<file path="src/rtl/draw_piece_sprite_if.sv">
// ----------------------------------------------------------------------------
// draw_piece_sprite_if
//   Request/plot bundle between the turn manager (master) and the sprite
//   drawer (slave).
//
//   Request side (master -> slave):
//     start        draw request, looked at only while the drawer is idle
//     cx, cy       target board cell column/row (CW bits)
//     shape        0 square, 1 disc, 2 erase, 3 treated as square
//     colour       piece colour
//     hl           highlight request
//   Plot side (slave -> master / VGA adapter write port):
//     plot_x       pixel x (8 b)
//     plot_y       pixel y (7 b)
//     plot_colour  pixel colour
//     plot_en      pixel write strobe
//     busy         drawer is sweeping a sprite
//     done         one-cycle completion pulse
//     err          one-cycle pulse for a start with an off-board cell
// ----------------------------------------------------------------------------
interface draw_piece_sprite_if #(
    parameter int CW    = 3,
    parameter int COL_W = 3
);
    logic             start;
    logic [CW-1:0]    cx;
    logic [CW-1:0]    cy;
    logic [1:0]       shape;
    logic [COL_W-1:0] colour;
    logic             hl;

    logic [7:0]       plot_x;
    logic [6:0]       plot_y;
    logic [COL_W-1:0] plot_colour;
    logic             plot_en;
    logic             busy;
    logic             done;
    logic             err;

    modport master (
        output start, cx, cy, shape, colour, hl,
        input  plot_x, plot_y, plot_colour, plot_en, busy, done, err
    );

    modport slave (
        input  start, cx, cy, shape, colour, hl,
        output plot_x, plot_y, plot_colour, plot_en, busy, done, err
    );
endinterface

</file>
<file path="src/rtl/draw_piece_sprite.sv">
// ----------------------------------------------------------------------------
// draw_piece_sprite
//   Board-cell sprite drawer for the VGA plot path. On an accepted start it
//   sweeps a SIZE x SIZE pixel block of cell (cx,cy), one pixel per clock in
//   row-major order, and emits registered plot strobes. Square, disc (corner
//   cut) and erase (square in BG_COL) modes share the same latency, since
//   masked disc pixels still occupy their cycle.
//
//   Ports:
//     clk     system clock
//     resetn  synchronous reset, active HIGH (name kept from the codebase)
//     bus     draw_piece_sprite_if.slave: request in, plot/status out
//
//   Timing: start sampled at edge 0; pixel k is visited in cycle k+1 and
//   shows on plot_* in cycle k+2; done follows the last strobe by one cycle
//   (start-to-done = SIZE*SIZE + 2).
//
//   Build option: define DRAW_PIECE_HIGHLIGHT_EN to paint the outer ring of
//   a highlighted (hl=1) non-erase sprite in HL_COL. Without it hl is ignored.
//   The port list is the same in both builds.
// ----------------------------------------------------------------------------
module draw_piece_sprite #(
    parameter int              X0      = 10,
    parameter int              Y0      = 27,
    parameter int              PITCH   = 13,
    parameter int              INSET   = 4,
    parameter int              SIZE    = 7,
    parameter int              BOARD_N = 8,
    parameter int              CORNER  = 2,
    parameter int              COL_W   = 3,
    parameter logic [COL_W-1:0] BG_COL = 3'b010,
    parameter logic [COL_W-1:0] HL_COL = 3'b110
) (
    input logic           clk,
    input logic           resetn,
    draw_piece_sprite_if.slave bus
);

    localparam int CW = $clog2(BOARD_N);
    localparam int DW = $clog2(SIZE);

    localparam logic [DW-1:0] LAST   = DW'(SIZE - 1);
    localparam logic [DW:0]   CUT    = (DW+1)'(CORNER);
    localparam logic [CW:0]   NCELLS = (CW+1)'(BOARD_N);

    typedef enum logic [1:0] {
        IDLE = 2'd0,
        DRAW = 2'd1,
        DONE = 2'd2
    } state_t;

    // Latched request: the bus inputs may change freely once accepted.
    typedef struct packed {
        logic [CW-1:0]    cx;
        logic [CW-1:0]    cy;
        logic [1:0]       shape;
        logic [COL_W-1:0] colour;
`ifdef DRAW_PIECE_HIGHLIGHT_EN
        logic             hl;
`endif
    } req_t;

    state_t stateQ, stateNext;
    req_t   reqQ;

    logic [DW-1:0] dx, dy;

    // ------------------------------------------------------------------
    // Request qualification
    // ------------------------------------------------------------------
    logic inRange, accept, reject, lastPix;

    always_comb begin
        // Zero-extend by one bit so a power-of-two BOARD_N still compares.
        inRange = ({1'b0, bus.cx} < NCELLS) && ({1'b0, bus.cy} < NCELLS);
        accept  = (stateQ == IDLE) && bus.start && inRange;
        reject  = (stateQ == IDLE) && bus.start && !inRange;
        lastPix = (dx == LAST) && (dy == LAST);
    end

    // ------------------------------------------------------------------
    // FSM
    // ------------------------------------------------------------------
    always_ff @(posedge clk) begin
        if (resetn) begin
            stateQ <= IDLE;
        end else begin
            stateQ <= stateNext;
        end
    end

    always_comb begin
        stateNext = stateQ;
        case (stateQ)
            IDLE:    if (accept)  stateNext = DRAW;
            DRAW:    if (lastPix) stateNext = DONE;
            DONE:    stateNext = IDLE;
            default: stateNext = IDLE;
        endcase
    end

    // ------------------------------------------------------------------
    // Per-pixel decode for the pixel (dx,dy) visited this cycle
    // ------------------------------------------------------------------
    logic             isDisc, isErase;
    logic [DW-1:0]    dxRev, dyRev, dxMin, dyMin;
    logic [DW:0]      cornerDist;
    logic             pixEn;
    logic [7:0]       pixX;
    logic [6:0]       pixY;
    logic [COL_W-1:0] pixCol;

    always_comb begin
        isDisc  = (reqQ.shape == 2'd1);
        isErase = (reqQ.shape == 2'd2);

        // Manhattan distance to the nearest sprite corner.
        dxRev      = LAST - dx;
        dyRev      = LAST - dy;
        dxMin      = (dx < dxRev) ? dx : dxRev;
        dyMin      = (dy < dyRev) ? dy : dyRev;
        cornerDist = {1'b0, dxMin} + {1'b0, dyMin};

        pixEn = !(isDisc && (cornerDist < CUT));

        // 8/7-bit arithmetic wraps exactly like truncating the full sum.
        pixX = 8'(X0 + INSET) + 8'(PITCH) * 8'(reqQ.cx) + 8'(dx);
        pixY = 7'(Y0 + INSET) + 7'(PITCH) * 7'(reqQ.cy) + 7'(dy);
    end

`ifdef DRAW_PIECE_HIGHLIGHT_EN
    logic onBorder, nearCut, onRing;

    always_comb begin
        onBorder = (dx == '0) || (dx == LAST) || (dy == '0) || (dy == LAST);
        // Disc pixels sitting right on the edge of a cut corner.
        nearCut  = isDisc && (cornerDist == CUT);
        onRing   = pixEn && (onBorder || nearCut);

        if (isErase) begin
            pixCol = BG_COL;
        end else if (reqQ.hl && onRing) begin
            pixCol = HL_COL;
        end else begin
            pixCol = reqQ.colour;
        end
    end
`else
    always_comb begin
        pixCol = isErase ? BG_COL : reqQ.colour;
    end
`endif

    // ------------------------------------------------------------------
    // Sweep counters, request latch and registered outputs
    // ------------------------------------------------------------------
    logic [7:0]       plotXQ;
    logic [6:0]       plotYQ;
    logic [COL_W-1:0] plotColQ;
    logic             plotEnQ, doneQ, errQ;

    always_ff @(posedge clk) begin
        if (resetn) begin
            reqQ     <= '0;
            dx       <= '0;
            dy       <= '0;
            plotXQ   <= '0;
            plotYQ   <= '0;
            plotColQ <= '0;
            plotEnQ  <= 1'b0;
            doneQ    <= 1'b0;
            errQ     <= 1'b0;
        end else begin
            if (accept) begin
                reqQ.cx     <= bus.cx;
                reqQ.cy     <= bus.cy;
                reqQ.shape  <= bus.shape;
                reqQ.colour <= bus.colour;
`ifdef DRAW_PIECE_HIGHLIGHT_EN
                reqQ.hl     <= bus.hl;
`endif
                dx <= '0;
                dy <= '0;
            end else if (stateQ == DRAW) begin
                if (dx == LAST) begin
                    dx <= '0;
                    dy <= dy + 1'b1;
                end else begin
                    dx <= dx + 1'b1;
                end
            end

            plotEnQ <= (stateQ == DRAW) && pixEn;
            if (stateQ == DRAW) begin
                plotXQ   <= pixX;
                plotYQ   <= pixY;
                plotColQ <= pixCol;
            end

            doneQ <= (stateQ == DONE);
            errQ  <= reject;
        end
    end

    assign bus.plot_x      = plotXQ;
    assign bus.plot_y      = plotYQ;
    assign bus.plot_colour = plotColQ;
    assign bus.plot_en     = plotEnQ;
    assign bus.busy        = (stateQ == DRAW);
    assign bus.done        = doneQ;
    assign bus.err         = errQ;

endmodule

</file>
<file path="src/flat_wrapper.sv">
// flat-port wrapper written by rule: the top's interface ports become plain ports
module draw_piece_sprite_flat 
#(
    parameter int              X0      = 10,
    parameter int              Y0      = 27,
    parameter int              PITCH   = 13,
    parameter int              INSET   = 4,
    parameter int              SIZE    = 7,
    parameter int              BOARD_N = 8,
    parameter int              CORNER  = 2,
    parameter int              COL_W   = 3,
    parameter logic [COL_W-1:0] BG_COL = 3'b010,
    parameter logic [COL_W-1:0] HL_COL = 3'b110
)
  (clk, resetn, bus_start, bus_cx, bus_cy, bus_shape, bus_colour, bus_hl, bus_plot_x, bus_plot_y, bus_plot_colour, bus_plot_en, bus_busy, bus_done, bus_err);
  draw_piece_sprite_if #(.CW(3), .COL_W(COL_W)) bus_i ();
  input logic clk;
  input logic resetn;
  input wire logic [$bits(bus_i.start)-1:0] bus_start;
  input wire logic [$bits(bus_i.cx)-1:0] bus_cx;
  input wire logic [$bits(bus_i.cy)-1:0] bus_cy;
  input wire logic [$bits(bus_i.shape)-1:0] bus_shape;
  input wire logic [$bits(bus_i.colour)-1:0] bus_colour;
  input wire logic [$bits(bus_i.hl)-1:0] bus_hl;
  output wire logic [$bits(bus_i.plot_x)-1:0] bus_plot_x;
  output wire logic [$bits(bus_i.plot_y)-1:0] bus_plot_y;
  output wire logic [$bits(bus_i.plot_colour)-1:0] bus_plot_colour;
  output wire logic [$bits(bus_i.plot_en)-1:0] bus_plot_en;
  output wire logic [$bits(bus_i.busy)-1:0] bus_busy;
  output wire logic [$bits(bus_i.done)-1:0] bus_done;
  output wire logic [$bits(bus_i.err)-1:0] bus_err;
  assign bus_i.start = bus_start;
  assign bus_i.cx = bus_cx;
  assign bus_i.cy = bus_cy;
  assign bus_i.shape = bus_shape;
  assign bus_i.colour = bus_colour;
  assign bus_i.hl = bus_hl;
  assign bus_plot_x = bus_i.plot_x;
  assign bus_plot_y = bus_i.plot_y;
  assign bus_plot_colour = bus_i.plot_colour;
  assign bus_plot_en = bus_i.plot_en;
  assign bus_busy = bus_i.busy;
  assign bus_done = bus_i.done;
  assign bus_err = bus_i.err;
  draw_piece_sprite #(.X0(X0), .Y0(Y0), .PITCH(PITCH), .INSET(INSET), .SIZE(SIZE), .BOARD_N(BOARD_N), .CORNER(CORNER), .COL_W(COL_W), .BG_COL(BG_COL), .HL_COL(HL_COL)) u_core (.clk(clk), .resetn(resetn), .bus(bus_i));
endmodule
</file>
<file path="config.mk">
export PLATFORM = sky130hd
export DESIGN_NAME = draw_piece_sprite_flat
export DESIGN_NICKNAME = d
export VERILOG_FILES = /design/src/rtl/draw_piece_sprite_if.sv /design/src/rtl/draw_piece_sprite.sv /design/src/flat_wrapper.sv
export SDC_FILE = /design/constraint.sdc
export NUM_CORES = 1
export LEC_CHECK = 0
export CORE_MARGIN = 4
export CORE_UTILIZATION = 50
export DETAILED_ROUTE_END_ITERATION = 10
export GPL_ROUTABILITY_DRIVEN = 0
export PLACE_DENSITY_LB_ADDON = 0.15
export SLEW_MARGIN = 15
export SYNTH_ARGS = -nofsm -noshare
export SYNTH_HDL_FRONTEND = slang
export SYNTH_SLANG_ARGS = --single-unit
</file>
<file path="constraint.sdc">
create_clock -name clk -period 3.15 [get_ports clk]
set_input_delay 0.4725 -clock clk [delete_from_list [all_inputs] [get_ports clk]]
set_output_delay 0.4725 -clock clk [all_outputs]
set_load 0.02 [all_outputs]
</file>
==> impl_summary.log, run 1 <==
[metrics] most frequent standard cell in the layout excluding fill and tap cells: sky130_fd_sc_hd__dfxtp_1
[metrics] number of max-cap violations: 0
[metrics] vias after detailed routing: 1,851
[metrics] crit path DAT: 2.96 ns
[metrics] Synth Register Bits: 39
[metrics] number of distinct standard cells referenced by the synthesized netlist: 43
[metrics] area occupied by multi-input gates: 1441 sq um
[metrics] Peak VDD IR: 241.3 uV
[metrics] area growth from synthesis to layout: 19.23%
[metrics] number of DRC markers after the initial detailed-route iteration: 51
[metrics] number of pins exceeding their max-slew limit in the final report: 0
[metrics] overall routing resource usage: 15.63%
[metrics] fraction of post-synthesis cell area in the top cell type by area: ~33%
[metrics] shortest clock period the worst path allows after layout: between 2 and 3 ns
[metrics] die span in y: 77.10 um
[metrics] level count of the clock H-tree: 2
[metrics] drc violations: 0
[metrics] Pre-Repair DR Iteration Count: 4
[metrics] headroom to the max-slew limit: 61.60%
[metrics] worst path cell trace: inv_1 > fa_1 > inv_1 > ha_1 > ha_1 > fa_1 > a21o_1 > a21oi_1 > or4_1 > nand3_1
[metrics] startpoint class of the critical path: register
[metrics] Hold Path End: u_core.bus.plot_y[3]
[metrics] sort of element at the end of the critical path: register
[metrics] Synth Warn #: 0
[metrics] most frequent cells in the layout: sky130_fd_sc_hd__dfxtp_1, sky130_fd_sc_hd__ha_1, sky130_fd_sc_hd__clkdlybuf4s50_1
[metrics] Max Fclk: 359.6 MHz
[metrics] Worst Reg2Reg Path Length in Cells: 10
[metrics] IO Port Bufs: 34
[metrics] # diodes: 0
[metrics] Worst Setup Path Type: register to register
[metrics] CTS tree: done
[metrics] Crit path buffers/inverters: 2
[metrics] post-route fraction of the period consumed by the critical path: 88.28%
[metrics] area of the mapped netlist: 2387 sq um
[metrics] top area cells in the synthesized netlist: sky130_fd_sc_hd__dfxtp_1, sky130_fd_sc_hd__ha_1, sky130_fd_sc_hd__fa_1
[metrics] Routed Antenna Nets: 0
[metrics] Die X: 77.10 um
[metrics] Resized Gates After CTS: 0
[metrics] start of the worst register-to-register path: u_core.reqQ[9]
[metrics] final layout net count: about 350
[metrics] global-route wire length before repair: 7583 um
[metrics] largest net degree at the start of global routing: 26
[metrics] Filler Cells Inserted: 408
[metrics] Bufs on Longest Clock Path: 2
[metrics] vias in the first global route: 1,628
[metrics] via count normalized by instance count: 5.319
[metrics] setup repair after global routing missed its margin: false
[metrics] worst min path class: register to register
[metrics] footprint of the flip-flops and latches: 780.7 sq um
[metrics] wirelength, routed: between 4000 and 5000 um
[metrics] Post-Route Skew: roughly 0.0062 ns
[metrics] number of stages on the worst hold path: 2
[metrics] Top Family by Delay on Critical Path: adder cells
[metrics] end of the worst register-to-register path: u_core.bus.plot_x[6]
[metrics] std cell rows: 24
[metrics] launch point of the worst hold path: u_core.bus.plot_y[3]
[metrics] leading area contributor after synthesis: sky130_fd_sc_hd__dfxtp_1
[metrics] Crit Path Max Fanout: 6
[metrics] Synth Instances: 263
[metrics] Core Region: 4474 sq um
[metrics] average detailed-routed wire length per instance: 12.79 um
[metrics] fraction of final layout cells sized beyond drive strength 1: 5.068%
[metrics] share of the yosys chip area belonging to registers: 32.70%
[metrics] synthesized area per cell: 9.077 sq um
[metrics] worst endpoint required time: between 3 and 4 ns
[metrics] die area: 5944 sq um
[metrics] Worst-Margin Slew: 0.5743 ns
[metrics] clock-pin slew on the worst setup and hold paths: 0.08 ns
[metrics] biggest cell delay along the critical path: 0.52 ns
[metrics] power density of the placed cells: 438.6 nW/um^2
[metrics] final hold viol count: 0
[metrics] clock latency reported for the late side of the worst-skew pair: 0.29 ns
[metrics] overall overflow remaining after global route: 0
[metrics] run status: finished, final reports clean
[metrics] post-CTS setup repair buffer count: 0
[metrics] quantity of hold-fixing buffers added after cts: 0
[metrics] Root Buffer Master: sky130_fd_sc_hd__clkbuf_8
[metrics] total negative setup slack: 0 ns
[metrics] setup slack, reg-to-reg: 0.37 ns
[metrics] antenna violations before repair: 0
[metrics] detailed placer's ending HPWL: 3380 um
[metrics] fin util: 63.62%
[metrics] clock net sink count: 39
[metrics] final-report setup violation count: 0
[metrics] Slowest cell on crit path: sky130_fd_sc_hd__fa_1
[metrics] initial core utilization: 53.36%
[metrics] number of buffers added by the clock tree synthesis step: 5
[metrics] leakage power summed over all cells: approximately 1.2 nW
[metrics] ports placed on the boundary: 37
[metrics] Mapped Nets: 321
cells in the mapped netlist:
master	n
sky130_fd_sc_hd__buf_2	4
sky130_fd_sc_hd__a21o_1	4
sky130_fd_sc_hd__o31a_1	1
sky130_fd_sc_hd__o311ai_0	1
sky130_fd_sc_hd__nand2b_1	3
sky130_fd_sc_hd__inv_1	25
sky130_fd_sc_hd__or2_1	1
sky130_fd_sc_hd__a21oi_1	14
sky130_fd_sc_hd__nor2b_1	3
sky130_fd_sc_hd__buf_6	1
sky130_fd_sc_hd__ha_1	34
sky130_fd_sc_hd__clkbuf_2	1
sky130_fd_sc_hd__a22oi_1	2
sky130_fd_sc_hd__a22o_1	3
sky130_fd_sc_hd__buf_4	2
sky130_fd_sc_hd__nand4_1	4
sky130_fd_sc_hd__and2_1	1
sky130_fd_sc_hd__conb_1	1
sky130_fd_sc_hd__a31oi_1	1
sky130_fd_sc_hd__fa_1	9
sky130_fd_sc_hd__or4_1	3
sky130_fd_sc_hd__nor2_1	20
sky130_fd_sc_hd__a211oi_1	6
sky130_fd_sc_hd__xor2_1	1
sky130_fd_sc_hd__o21ai_0	11
sky130_fd_sc_hd__nor3b_1	1
sky130_fd_sc_hd__a31o_2	1
sky130_fd_sc_hd__nor3_1	4
sky130_fd_sc_hd__a311oi_1	2
sky130_fd_sc_hd__clkinv_2	1
sky130_fd_sc_hd__o41a_1	1
sky130_fd_sc_hd__nand2_1	26
sky130_fd_sc_hd__xnor2_1	6
sky130_fd_sc_hd__nand3_1	6
sky130_fd_sc_hd__dfxtp_1	39
sky130_fd_sc_hd__mux2i_1	3
sky130_fd_sc_hd__nand3b_1	5
sky130_fd_sc_hd__and3_1	2
sky130_fd_sc_hd__o21a_1	1
sky130_fd_sc_hd__nand4b_1	2
sky130_fd_sc_hd__mux2_2	2
sky130_fd_sc_hd__a211oi_2	1
sky130_fd_sc_hd__clkbuf_1	4
layer usage:
metal  vias up  global-route usage [%]  routed length, um
li1        959                       -                  -
met1       854                   20.58               2095
met2        33                   25.87               2149
met3         5                   3.396                163
met4         0                   4.270                 44
met5         -                       0                  0
power breakdown:
group          leakage, nW  switching (mW)  internal (mW)  total, mW
sequential           0.319          0.0273          0.533      0.560
clock               0.0412           0.174          0.155      0.329
combinational        0.870           0.196          0.164      0.359
registers in the layout (all words and copies together) (netlist names):
name / cells
u_core.bus.done: 1
u_core.bus.plot_colour: 3
u_core.dy: 3
u_core.bus.plot_x: 8
u_core.bus.plot_y: 7
u_core.reqQ: 11
u_core.stateQ: 2
u_core.dx: 3
u_core.bus.plot_en: 1
worst max path at each step:
stage                   start                   end  cells after the start
6_report       u_core.reqQ[9]  u_core.bus.plot_x[6]                     10
2_1_floorplan  u_core.reqQ[9]  u_core.bus.plot_x[6]                     10
4_1_cts        u_core.reqQ[9]  u_core.bus.plot_x[6]                     10
3_3_place_gp   u_core.reqQ[9]  u_core.bus.plot_x[6]                     10
5_1_grt        u_core.reqQ[9]  u_core.bus.plot_x[6]                     10
3_5_place_dp   u_core.reqQ[9]  u_core.bus.plot_x[6]                     10
kinds of logic (layout without fill, tap and decap cells):
logic type,count (synthesis),after routing,synth area share (%)
simple gates,81,81,16.56
compound gates,49,49,13.52
fa+ha+maj,43,43,25.37
flops,39,39,32.70
buf+inv,38,71,6.917
xor+xnor,7,7,2.568
mux,5,5,2.201
other cells,1,1,0.1571
worst min-delay path, cell delays in order (launching register included):
cell	delay [ns]
sky130_fd_sc_hd__dfxtp_1	0.31
sky130_fd_sc_hd__nand2_1	0.05
sky130_fd_sc_hd__a21oi_1	0.05
area by class of cell:
type | instances | share of cell area (%)
Timing Repair Buffer | 37 | 13.19
Clock buffer | 6 | 2.549
Multi-Input combinational cell | 186 | 50.64
Sequential cell | 39 | 27.43
Tap cell | 52 | 2.286
Inverter | 26 | 3.473
Clock inverter | 2 | 0.4396
per-stage QoR:
step / instance area (sq um) / power [mW] / cells / hold slack [ns] / setup WS [ns]
final: 2846 / 1.249 / 348 / 0.4499 / 0.3692
after global routing: 2846 / 1.336 / 348 / 0.4722 / 0.1692
after CTS: 2846 / 1.263 / 348 / 0.4541 / 0.3570
after detailed placement: 2761 / 0.9318 / 340 / 0.4452 / 0.3819
after global placement: 2761 / 0.9268 / 340 / 0.4396 / 0.4262
after floorplan: 2387 / 0.8133 / 263 / 0.4315 / 0.5538
Power figures use the tool's default switching activity.
==> run 2, diff against run 1 <==
- CAP_MARGIN: default -> 20
- SETUP_SLACK_MARGIN: default -> 0.05
==> results of run 2 <==
Same layout as run 1: the final DEF is identical, and so are final timing and power.
==> RTL edit (flow settings as in run 2) <==
`SIZE` is set to 7 in 2 places; all go to 9.
--- a/src/rtl/draw_piece_sprite.sv
+++ b/src/rtl/draw_piece_sprite.sv
@@ -25,5 +25,5 @@
     parameter int              PITCH   = 13,
     parameter int              INSET   = 4,
-    parameter int              SIZE    = 7,
+    parameter int              SIZE    = 9,
     parameter int              BOARD_N = 8,
     parameter int              CORNER  = 2,
--- a/src/flat_wrapper.sv
+++ b/src/flat_wrapper.sv
@@ -6,5 +6,5 @@
     parameter int              PITCH   = 13,
     parameter int              INSET   = 4,
-    parameter int              SIZE    = 7,
+    parameter int              SIZE    = 9,
     parameter int              BOARD_N = 8,
     parameter int              CORNER  = 2,
Behaviour: not the same (a bounded check fails within 10 cycles, from zero or initial values and one cycle with resetn high).
==> RTL edit against run 2 <==
  * Sequential power up 4.1%
  * Sequential share of layout area is 0.93 points lower
  * Cell area grew 8.8%
  * Combinational power increased by 1%
  * Critical endpoint is now u_core.bus.plot_x[7]$_SDFFE_PP0P_
  * Fmax shrank 0.52%
  * Sequential cell count rose by 2
  * Setup slack got worse by 0.014 ns
  * Die area increased by 7.9%
  * Highest routed layer unchanged
  * Area after synthesis rose by 8.8%
  * Total power rose by 4.3%
  * Wire length increased by 21%
  * Hold slack improved by 0.0056 ns
==> RTL edit: results (changes against run 2) <==
[finish] count of inverters not on the clock network in the layout 33 [+27%]
[global_routing] met2 global-route usage 0.307 [+0.0484]
[finish] share of final layout cell area taken by clock buffers and inverters 0.0295 [-0.000407]
[finish] area taken by multi-input logic gates 1590 um2 [+10%]
[synthesis] share of the synthesized area in compound gates (AO/OA/AOI/OAI) 0.171 [+0.0353]
[power_and_ir_drop] peak supply drop 0.000232 V [-3.8%]
[routing] detailed-route wire length 5370 um [+21%]
[finish] share of layout cells above drive strength 1 0.0537 [+0.00306]
[global_routing] met1 Resource Use GR 0.238 [+0.0318]
[power_and_ir_drop] Leakage Power 1.33 nW [+8.1%]
[run_status] result of the run finished, final reports clean
[timing] skew final 0.00798 ns [+0.00174 ns]
[power_and_ir_drop] clock network power 0.357 mW [+8.5%]
[finish] total of clock buffers placed in the layout 5 [-1]
[routing] length of routed met3 wiring 221 um [+36%]
[synthesis] cells taking the most area after synthesis dfxtp_1 (32%), ha_1 (17%), fa_1 (8.5%)
[finish] count of multi-input gates 212 [+14%]
[synthesis] Avg Inst Size Synth 8.66 um2 [-4.6%]
[placed_design] placed cells 394 [+16%]
[worst_setup_path] critical path arrival 2.99 ns [+0.03 ns]
[synthesis] synthesized netlist net count 361 [+12%]
[synthesis] XOR/XNOR share of the synthesized area 0.0371 [+0.0114]
[finish] number of fill cells in the layout 440 [+7.8%]
[global_routing] wire length of the first global-routing pass 9440 um [+24%]
[routing] vias per inst 5.24 [-1.6%]
[power_and_ir_drop] switching share of total power 0.329 [+0.0111]
[finish] Non-clock buffers 41 [+11%]
[placed_design] Post-DP HPWL 3940 um [+17%]
[power_and_ir_drop] total power per unit cell area 420 nW/um2 [-4.2%]
[synthesis] count of different cell masters after synthesis 41 [-4.7%]
[placed_design] post-placement worst setup slack 0.341 ns [-0.0405 ns]
[finish] area growth from synthesis to layout 19.3% [about the same]
[global_routing] via count of the first global-routing pass 2,069 [+27%]
[routing] met2 WL post-DR 2540 um [+18%]
[finish] sequential portion of the cell area 0.265 [-0.00934]
[finish] final cell count without fillers 402 [+16%]
[placed_design] Cell Area, Placed 3010 um2 [+8.9%]
[power_and_ir_drop] Net Sw Power 0.429 mW [+8.0%]
==> RTL edit: cell types whose count changed after synthesis, moves of 3 or more <==
cell	delta
o21a_1	+4
nor3_1	+3
nand3_1	+5
a31oi_1	+3
nand2_1	+7
o21ai_0	+11
nor2_1	-4
inv_1	+7
nand3b_1	-4
a211oi_1	-3
==> RTL edit: final timing paths <==
kind	from	to	slack (ns)	cells past startpoint
worst max register to register	u_core.reqQ[9]$_SDFFE_PP0P_	u_core.bus.plot_x[7]$_SDFFE_PP0P_	0.35	9
worst min register to register	u_core.bus.plot_x[1]$_SDFFE_PP0P_	u_core.bus.plot_x[1]$_SDFFE_PP0P_	0.46	2
worst min-delay path	u_core.bus.plot_x[1]$_SDFFE_PP0P_	u_core.bus.plot_x[1]$_SDFFE_PP0P_	0.46	2
worst max-delay path	u_core.reqQ[9]$_SDFFE_PP0P_	u_core.bus.plot_x[7]$_SDFFE_PP0P_	0.35	9
